<file path="config.mk">
export PLATFORM = sky130hd
export DESIGN_NAME = thermo_sample_ctrl
export DESIGN_NICKNAME = d
export VERILOG_FILES = /design/src/rtl/thermo_pkg.sv /design/src/rtl/thermo_check.sv /design/src/rtl/thermo_sample_ctrl.sv
export SDC_FILE = /design/constraint.sdc
export NUM_CORES = 1
export LEC_CHECK = 0
export ABC_AREA = 1
export ABC_CLOCK_PERIOD_IN_PS = 3600
export CORE_ASPECT_RATIO = 0.75
export CORE_MARGIN = 10
export CORE_UTILIZATION = 35
export CTS_CLUSTER_DIAMETER = 50
export DETAILED_ROUTE_END_ITERATION = 8
export PLACE_DENSITY_LB_ADDON = 0.1
export SLEW_MARGIN = 20
export SYNTH_ARGS = -nofsm -noshare
export SYNTH_HDL_FRONTEND = slang
export SYNTH_SLANG_ARGS = --single-unit
</file>
<file path="constraint.sdc">
create_clock -name clk -period 3.6 [get_ports clk]
set_input_delay 0.36 -clock clk [delete_from_list [all_inputs] [get_ports clk]]
set_output_delay 0.36 -clock clk [all_outputs]
set_load 0.01 [all_outputs]
</file>
<file path="src/rtl/thermo_pkg.sv">
// Shared types and helpers for the thermometer sample controller.
// Holds the FSM state enum, width helpers and the optional bubble filter.
package thermo_pkg;

    typedef enum logic [2:0] {
        ST_IDLE,
        ST_REQ,
        ST_CHECK,
        ST_OUT,
        ST_FAIL
    } state_t;

    localparam int ERR_CNT_W  = 8;
    localparam int FILT_MAX_W = 64;

    function automatic int out_width(input int w);
        return $clog2(w + 1);
    endfunction

    // Majority-of-three over interior bits; end bits pass through untouched.
    function automatic logic [FILT_MAX_W-1:0] bubble_filter(input logic [FILT_MAX_W-1:0] c,
                                                            input int w);
        logic [FILT_MAX_W-1:0] f;
        f = c;
        for (int i = 1; i < FILT_MAX_W - 1; i++) begin
            if (i < w - 1)
                f[i] = (c[i-1] & c[i]) | (c[i] & c[i+1]) | (c[i-1] & c[i+1]);
        end
        return f;
    endfunction

endpackage

</file>
<file path="src/rtl/thermo_check.sv">
// Combinational thermometer-code checker: flags LSB-contiguous codes and
// reports the number of ones, which equals the binary value of a legal code.
module thermo_check #(
    parameter int DATA_WIDTH = 8,
    parameter int OUT_W      = 4
) (
    input  logic [DATA_WIDTH-1:0] code,
    output logic                  isLegal,
    output logic [OUT_W-1:0]      onesCount
);

    logic [OUT_W-1:0]      cnt;
    logic [DATA_WIDTH-1:0] mask;

    // A legal code is exactly the contiguous mask built from its own popcount.
    always_comb begin
        cnt  = '0;
        mask = '0;
        for (int i = 0; i < DATA_WIDTH; i++)
            cnt = cnt + OUT_W'(code[i]);
        for (int i = 0; i < DATA_WIDTH; i++)
            mask[i] = (i < int'(cnt));
        isLegal   = (code == mask);
        onesCount = cnt;
    end

endmodule

</file>
<file path="src/rtl/thermo_sample_ctrl.sv">
// Sampling sequencer for a flash thermometer front end: request, validate,
// convert, deliver, with bounded resampling. Optional THERMO_BUBBLE_CORRECT_EN.
module thermo_sample_ctrl
    import thermo_pkg::*;
#(
    parameter  int DATA_WIDTH = 8,
    parameter  int MAX_RETRY  = 3,
    localparam int OUT_W      = out_width(DATA_WIDTH)
) (
    input  logic                  clk,
    input  logic                  resetn,
    input  logic                  enable,
    output logic                  sampleReq,
    input  logic                  codeValid,
    input  logic [DATA_WIDTH-1:0] codeIn,
    output logic [OUT_W-1:0]      dataOut,
    output logic                  dataValid,
    input  logic                  dataReady,
    output logic                  errFlag,
    output logic [ERR_CNT_W-1:0]  errCount,
    input  logic                  errClr
);

    localparam int RETRY_W = (MAX_RETRY < 1) ? 1 : $clog2(MAX_RETRY + 1);

    state_t                state;
    logic [DATA_WIDTH-1:0] code_reg;
    logic [RETRY_W-1:0]    retry_cnt;
    logic [DATA_WIDTH-1:0] check_code;
    logic                  is_legal;
    logic [OUT_W-1:0]      ones_count;

`ifdef THERMO_BUBBLE_CORRECT_EN
    logic [FILT_MAX_W-1:0] filt_wide;
    logic                  unused_filt_hi;
    assign filt_wide      = bubble_filter(FILT_MAX_W'(code_reg), DATA_WIDTH);
    assign check_code     = filt_wide[DATA_WIDTH-1:0];
    assign unused_filt_hi = ^filt_wide[FILT_MAX_W-1:DATA_WIDTH];
`else
    assign check_code = code_reg;
`endif

    thermo_check #(
        .DATA_WIDTH (DATA_WIDTH),
        .OUT_W      (OUT_W)
    ) u_check (
        .code      (check_code),
        .isLegal   (is_legal),
        .onesCount (ones_count)
    );

    function automatic logic [ERR_CNT_W-1:0] sat_inc(input logic [ERR_CNT_W-1:0] v);
        return (&v) ? v : v + 1'b1;
    endfunction

    assign sampleReq = (state == ST_REQ);
    assign dataValid = (state == ST_OUT);

    always_ff @(posedge clk or negedge resetn) begin
        if (!resetn) begin
            state     <= ST_IDLE;
            code_reg  <= '0;
            retry_cnt <= '0;
            dataOut   <= '0;
            errFlag   <= 1'b0;
            errCount  <= '0;
        end else begin
            if (errClr) begin
                errFlag  <= 1'b0;
                errCount <= '0;
            end
            case (state)
                ST_IDLE: begin
                    if (enable) begin
                        state     <= ST_REQ;
                        retry_cnt <= '0;
                    end
                end
                ST_REQ: begin
                    if (codeValid) begin
                        code_reg <= codeIn;
                        state    <= ST_CHECK;
                    end
                end
                ST_CHECK: begin
                    if (is_legal) begin
                        dataOut   <= ones_count;
                        retry_cnt <= '0;
                        state     <= ST_OUT;
                    end else begin
                        // A same-cycle clear loses to the new error: count restarts at one.
                        errCount <= errClr ? ERR_CNT_W'(1) : sat_inc(errCount);
                        if (retry_cnt < RETRY_W'(MAX_RETRY)) begin
                            retry_cnt <= retry_cnt + 1'b1;
                            state     <= ST_REQ;
                        end else begin
                            errFlag <= 1'b1;
                            state   <= ST_FAIL;
                        end
                    end
                end
                ST_OUT: begin
                    if (dataReady)
                        state <= enable ? ST_REQ : ST_IDLE;
                end
                ST_FAIL: begin
                    if (errClr)
                        state <= ST_IDLE;
                end
                default: state <= ST_IDLE;
            endcase
        end
    end

endmodule

</file>
After elaboration in Yosys (flattened, before gate mapping)

Index checks and enable logic that the tools add are counted.

Add/subtract/negate cells: 9
$lt $le $gt $ge: 9
Equality and inequality tests: 11
Mux-type cells: 21
Reductions and logical operators: 7

Operator list:

| cell                  | number |
|---|---|
| $mux W8               | 5 |
| $add A4 B1 Y4         | 6 |
| $mux W3               | 6 |
| $lt A3 B4 Y1 const A  | 4 |
| $pmux W3 S5           | 1 |
| $add A8 B1 Y8 const B | 1 |
| $eq A8 B8 Y1          | 1 |
| $lt A1 B4 Y1 const A  | 2 |
| $lt A2 B4 Y1 const A  | 2 |
| $reduce_and A8 Y1     | 1 |
| $eq A3 B2 Y1 const B  | 2 |
| $mux W2               | 3 |
| $mux W1               | 5 |
| $ne A2 B1 Y1 const B  | 2 |
| $ne A2 B2 Y1 const B  | 2 |
| $ne A4 B4 Y1 const B  | 1 |
| $pmux W2 S2           | 1 |
| $reduce_and A2 Y1     | 2 |
| $reduce_and A4 Y1     | 1 |
| $eq A3 B1 Y1 const B  | 1 |
| $eq A3 B3 Y1 const B  | 1 |
| $logic_not A3 Y1      | 1 |
| $ne A3 B3 Y1 const B  | 1 |
| $reduce_and A3 Y1     | 1 |
| other kinds (4)       | 4 |

Register bits after elaboration: 26
Input port bits: 14
Output and inout port bits: 15
Word-level logic and storage cells: 63

Depth between registers and ports, before layout

Gate-level depths: netlist (run 1).

Depth in word-level cells: 11
Depth in mapped cells: 22
Depth with buffers taken out: 22

Cells and area by module

Synthesis (run 1) repeated with hierarchy kept, for this count alone.

Cells, all modules: 238
Area, all modules: 1819.2 µm²

Modules (own cells, without submodules):

| module             | times used | cells each | area each (µm²) | sequential area each (µm²) |
|---|---|---|---|---|
| thermo_sample_ctrl | 1          | 166        | 1393.8          | 650.6 |
| thermo_check       | 1          | 72         | 425.4           | 0.0 |

Worst setup path after synthesis (run 1)

No wires, ideal clock.

Kind: reg-to-reg
Start: register code_reg[0] (netlist: check_code[0])
End: register errCount[6]
Setup time: 0.118 ns
Data arrival time: 3.532 ns
Data required time: 3.482 ns
Setup slack: -0.050 ns
Stages on the path, launching flop included: 22
Buffers on the path: 1
Period minus slack after synthesis: 3.650 ns
Cell sequence: dfrtp_1 -> ha_1 -> inv_1 -> fa_1 -> fa_1 -> inv_1 -> fa_1 -> fa_1 -> nand2_1 -> inv_1 -> nand3_1 -> nand2_1 -> nand2_1 -> nand2_1 -> nand2_1 -> nor2_4 -> nand2_4 -> buf_6 -> nand2_1 -> nand2_1 -> nand3_1 -> nand2_1

Longest elaborated chain between the ends: 11
Elaborated cells on any way between the ends: 19
Classes of those cells: 7 x add/sub; 8 x order compare; 2 x eq/ne; 2 x mux

Ends and longest elaborated chain:

| item                                 | RTL line                 | text |
|---|---|---|
| from (decl)                          | thermo_sample_ctrl.sv:27 | `logic [DATA_WIDTH-1:0] code_reg;` |
| from (signal assigned)               | thermo_sample_ctrl.sv:81 | `code_reg <= codeIn;` |
| $add A1 B1 Y2 *                      | thermo_check.sv:20       | `cnt = cnt + OUT_W'(code[i]);` |
| $add A4 B1 Y4 * (6 in a row)         | thermo_check.sv:20       |  |
| named net ones_count[1]              | thermo_sample_ctrl.sv:31 | `logic [OUT_W-1:0] ones_count;` |
| $lt A1 B4 Y1 (tied with other cells) | thermo_check.sv:22       | `mask[i] = (i < int'(cnt));` |
| $eq A8 B8 Y1 *                       | thermo_check.sv:23       | `isLegal = (code == mask);` |
| $mux W8                              | thermo_sample_ctrl.sv:86 | `if (is_legal) begin` |
| $mux W8                              | thermo_sample_ctrl.sv:72 | `case (state)` |
| to (signal assigned)                 | thermo_sample_ctrl.sv:92 | `errCount <= errClr ? ERR_CNT_W'(1) : sat_inc(errCount);` |
| to (decl)                            | thermo_sample_ctrl.sv:20 | `output logic [ERR_CNT_W-1:0] errCount,` |

Mark *: on every way through the listed nets, which the timed path passes. The rest lies on a longest branch.
A chain may end at the register's enable or synchronous reset.

Worst setup path after layout (run 1)

Start: register code_reg[0] (netlist: check_code[0])
End: register dataOut[1]

Longest elaborated chain between the ends: 10
Elaborated cells on any way between the ends: 17
Classes of those cells: 7 x add/sub; 8 x order compare; 1 x eq/ne; 1 x reduce/logical

Ends and longest elaborated chain:

| item                                 | RTL line                 | text |
|---|---|---|
| $add A1 B1 Y2 *                      | thermo_check.sv:20       |  |
| $add A4 B1 Y4 * (6 in a row)         | thermo_check.sv:20       |  |
| named net ones_count[1]              | thermo_sample_ctrl.sv:31 |  |
| $lt A1 B4 Y1 (tied with other cells) | thermo_check.sv:22       |  |
| $eq A8 B8 Y1                         | thermo_check.sv:23       |  |
| $reduce_and A2 Y1 (no source line)   | --                       |  |
| to (signal assigned)                 | thermo_sample_ctrl.sv:87 | `dataOut <= ones_count;` |
| to (decl)                            | thermo_sample_ctrl.sv:16 | `output logic [OUT_W-1:0] dataOut,` |

Marks and branches as above.

==> results of run 1 <==
-- cell type report --
| type | count | area (um^2) |
|---|---|---|
| multi-input combinational | 172 | 1050 |
| fill | 472 | 2540 |
| sequential | 26 | 651 |
| tap | 60 | 75.1 |
| timing repair buffer | 45 | 412 |
| clock buffer | 3 | 41.3 |
| inverter | 44 | 165 |
-- Yosys cell counts --
master    instances
nand2_1          62
inv_1            43
dfrtp_1          26
nand3_1          23
nor2_1           23
a21oi_1           8
nand4_1           7
nor3_1            6
o21ai_0           6
ha_1              5
nand3_2           5
fa_1              4
nand2_2           4
nand2_4           3
o211ai_1          3
buf_6             2
clkbuf_1          2
xor2_1            2
a221oi_1          1
a31oi_1           1
inv_2             1
nand4_2           1
nor2_2            1
nor2_4            1
nor3b_1           1
o21ai_1           1
o21ai_2           1
xnor2_1           1
-- layer usage --
layer,wire length [um],share of wire,vias up,global-route usage
met5,0,0,-,0
met2,1640,0.37,34,0.133
met1,2430,0.55,736,0.164
li1,-,-,871,-
met3,326,0.074,2,0.0403
met4,23,0.0052,0,0.0169
-- repair_timing --
item	4_1_cts	5_1_grt
setup buffers	5	2
pin swaps	4	3
endpoints found under the setup margin	18	18
cloned	1	1
gates resized for setup	13	10
-- through the flow --
stage / instances / utilization / TNS, ns / worst slack, ns
floorplan: 244 / - / -0.124 / -0.0248
global placement: 338 / 0.446 / -3.73 / -0.275
detailed placement: 338 / 0.446 / -3.97 / -0.270
CTS: 347 / 0.473 / -2.85 / -0.181
global route: 350 / 0.485 / -8.54 / -0.507
finish: 350 / 0.485 / -4.54 / -0.286
-- flip-flops by register name, indices dropped and copies added, names as in the netlist --
| signal | count |
|---|---|
| errCount | 8 |
| dataOut | 4 |
| errFlag | 1 |
| retry_cnt | 2 |
| check_code | 8 |
| state | 3 |
-- kinds of logic (layout without fill, tap and decap cells) --
group,Yosys count,in the layout,synth area share
buffers and inverters,48,92,0.109
AND/OR/NAND/NOR,137,139,0.365
XOR/XNOR,3,3,0.0147
AO/OA/AOI/OAI,21,21,0.0678
flip-flops,26,26,0.363
adder cells (fa/ha/maj),9,9,0.0797
-- worst register-to-register path, cell delays in order, from the launching register on --
cell     delay (ns)
dfrtp_1        0.39
ha_1           0.29
inv_1          0.07
fa_1           0.42
fa_1           0.49
inv_1          0.05
fa_2           0.35
fa_2           0.59
buf_6          0.12
nand2_4        0.05
inv_2          0.06
nand3_2        0.07
nand2_1        0.06
nand2_1        0.05
nand2_1        0.06
nand2_2        0.07
nor2_4         0.15
buf_4          0.15
nand3_2        0.13
nand2_1        0.09
o21ai_0        0.07
-- path summary, 6_finish.rpt --
path                       cells past startpoint  slack [ns]                        end
min in group clk                               2        0.49          errFlag$_DFF_PN0_
hold / removal                                 2        0.46  check_code[5]$_DFFE_PN0P_
setup / recovery                              20       -0.29     dataOut[1]$_DFFE_PN0P_
hold reg to reg                                2        0.49          errFlag$_DFF_PN0_
setup reg to reg                              20       -0.29     dataOut[1]$_DFFE_PN0P_
max in group asynchronous                      2        2.88  check_code[4]$_DFFE_PN0P_
==> impl_metrics.csv, run 1 <==
group,metric,value,unit
outcome,outcome,"finished with violations",
outcome,violations,"setup timing",
clock_tree,cts_hold_repair.buffers,0,
critical_path,critPathLaunch,"check_code[0]$_DFFE_PN0P_",
synthesis,portion_of_synthesized_cell_area_occupied_by_the_leading_cell_type,0.363,
sta,worst_pin_slew,0.742,ns
critical_path,crit-reg2reg-launch,"check_code[0]$_DFFE_PN0P_",
floorplan,chipWidth,103,um
critical_path,path_cells,"ha_1 -> inv_1 -> fa_1 -> fa_1 -> inv_1 -> fa_2 -> fa_2 -> buf_6 -> nand2_4 -> inv_2 -> nand3_2 -> nand2_1 -> nand2_1 -> nand2_1 -> nand2_2 -> nor2_4 -> buf_4 -> nand3_2 -> nand2_1 -> o21ai_0",
critical_path,critPathArrivalTime,4.04,ns
routing,firstDrtPassIters,4,
critical_path,startpoint_type,"flop",
clock_tree,cts.clk_slew.worst_paths,0.08,ns
critical_path,path_class,"reg -> reg",
routing,wire_per_inst,12.6,um
synthesis,ys_seq_elements,26,
finish,layout.cells.most_common_list,"nand2_1 (53), inv_1 (40), clkdlybuf4s50_1 (28), dfrtp_1 (26), nor2_1 (23)",
routing,drc,0,
synthesis,ys.warnings.count,0,
clock_tree,clock_sinks,26,
finish,finish.net_count,315,
critical_path,cp_data_required_time,3.76,ns
grt,first_global_vias,1453,
synthesis,netlist_top_cells_area,"dfrtp_1 (36%), nand2_1 (13%), inv_1 (9.0%)",
grt,global_route_wire_length_before_repair,7170,um
job,timing.max_cap.violations,0,
sta,post-route-worst-setup-slack,-0.286,ns
floorplan,fp.dieH,81.9,um
sta,skew,0.00181,ns
sta,setup-violations-final,18,
routing,drt-vias-per-instance,4.69,
routing,detailroute.via_count,1643,
synthesis,post_synth.cell_area_avg,7.34,um^2
routing,dr.first_iter.drc_count,119,
critical_path,timing.critical_path.to_type,"flop",
finish,flow.area_growth_from_synthesis,33.5,%
grt,total_routing_usage_reported_by_global_routing,0.106,
sta,hold_viol_final,0,
clock_tree,clk_root_buffer_cell,"clkbuf_8",
floorplan,fp.dieArea,0.00841,mm^2
place,finalWeightedCongestion,0.810,
critical_path,crit_family,"adder cells",
sta,timing.max_slew.rel_slack,0.502,
critical_path,critPathMostFrequentCell,"nand2_1",
grt,antenna_violations_before_repair,0,
grt,grt_start_max_net_pins,27,
finish,layout.cells.most_common,"nand2_1",
sta,post-route-period-util,1.08,
synthesis,netlist.top_cell.by_area,"dfrtp_1",
critical_path,cp_max_fo,5,
sta,min_period,3.89,ns
sta,fmax,257,MHz
finish,insertedDiodeCount,0,
place,post-dp-hpwl,3240,um
critical_path,cp_slowest_stage_delay,0.59,ns
floorplan,io-pin-count,29,
place,placed_area,0.00220,mm^2
clock_tree,numCtsBuffers,3,
clock_tree,cts-root-to-sink-buffers,2,
place,placement.io_buffers,28,
hold_path,hold_class,"in -> async",
routing,route.antenna.remaining_nets,0,
floorplan,start_util,0.363,
sta,drv_slew,0,
synthesis,synth_area,0.00179,mm^2
routing,detail_route.wirelength,4420,um
finish,drive_above_1_share,0.193,
floorplan,placeable_core_area,0.00493,mm^2
finish,fin_area,0.00239,mm^2
synthesis,ys_types,28,
synthesis,netlist_instances,244,
floorplan,placementRows,22,
synthesis,yosysSeqAreaShare,0.363,
sta,holdWs,0.461,ns
critical_path,cp_num_buf_inv,5,
clock_tree,htree_num_levels,1,
clock_tree,worst_skew_pair.late_latency,0.27,ns
critical_path,timing.critical_path.slowest_stage_cell,"fa_2",
sta,rsz_0062_raised_after_global_routing,"yes",
synthesis,synth_fp_nets,267,
clock_tree,tritoncts,"built",
grt,grt.overflow.total,0,
Power of run 1 is not shown: default switching activity piles up to over one toggle a cycle in this logic, so the estimate is an artifact.
==> inputs of run 2 (changes only) <==
CAP_MARGIN = 10   (was unset)
CTS_CLUSTER_SIZE = 16   (was unset)
==> results of run 2 <==
Final layout, timing and power as in run 1 (identical DEF).
Power of run 2 is left out for the same reason.
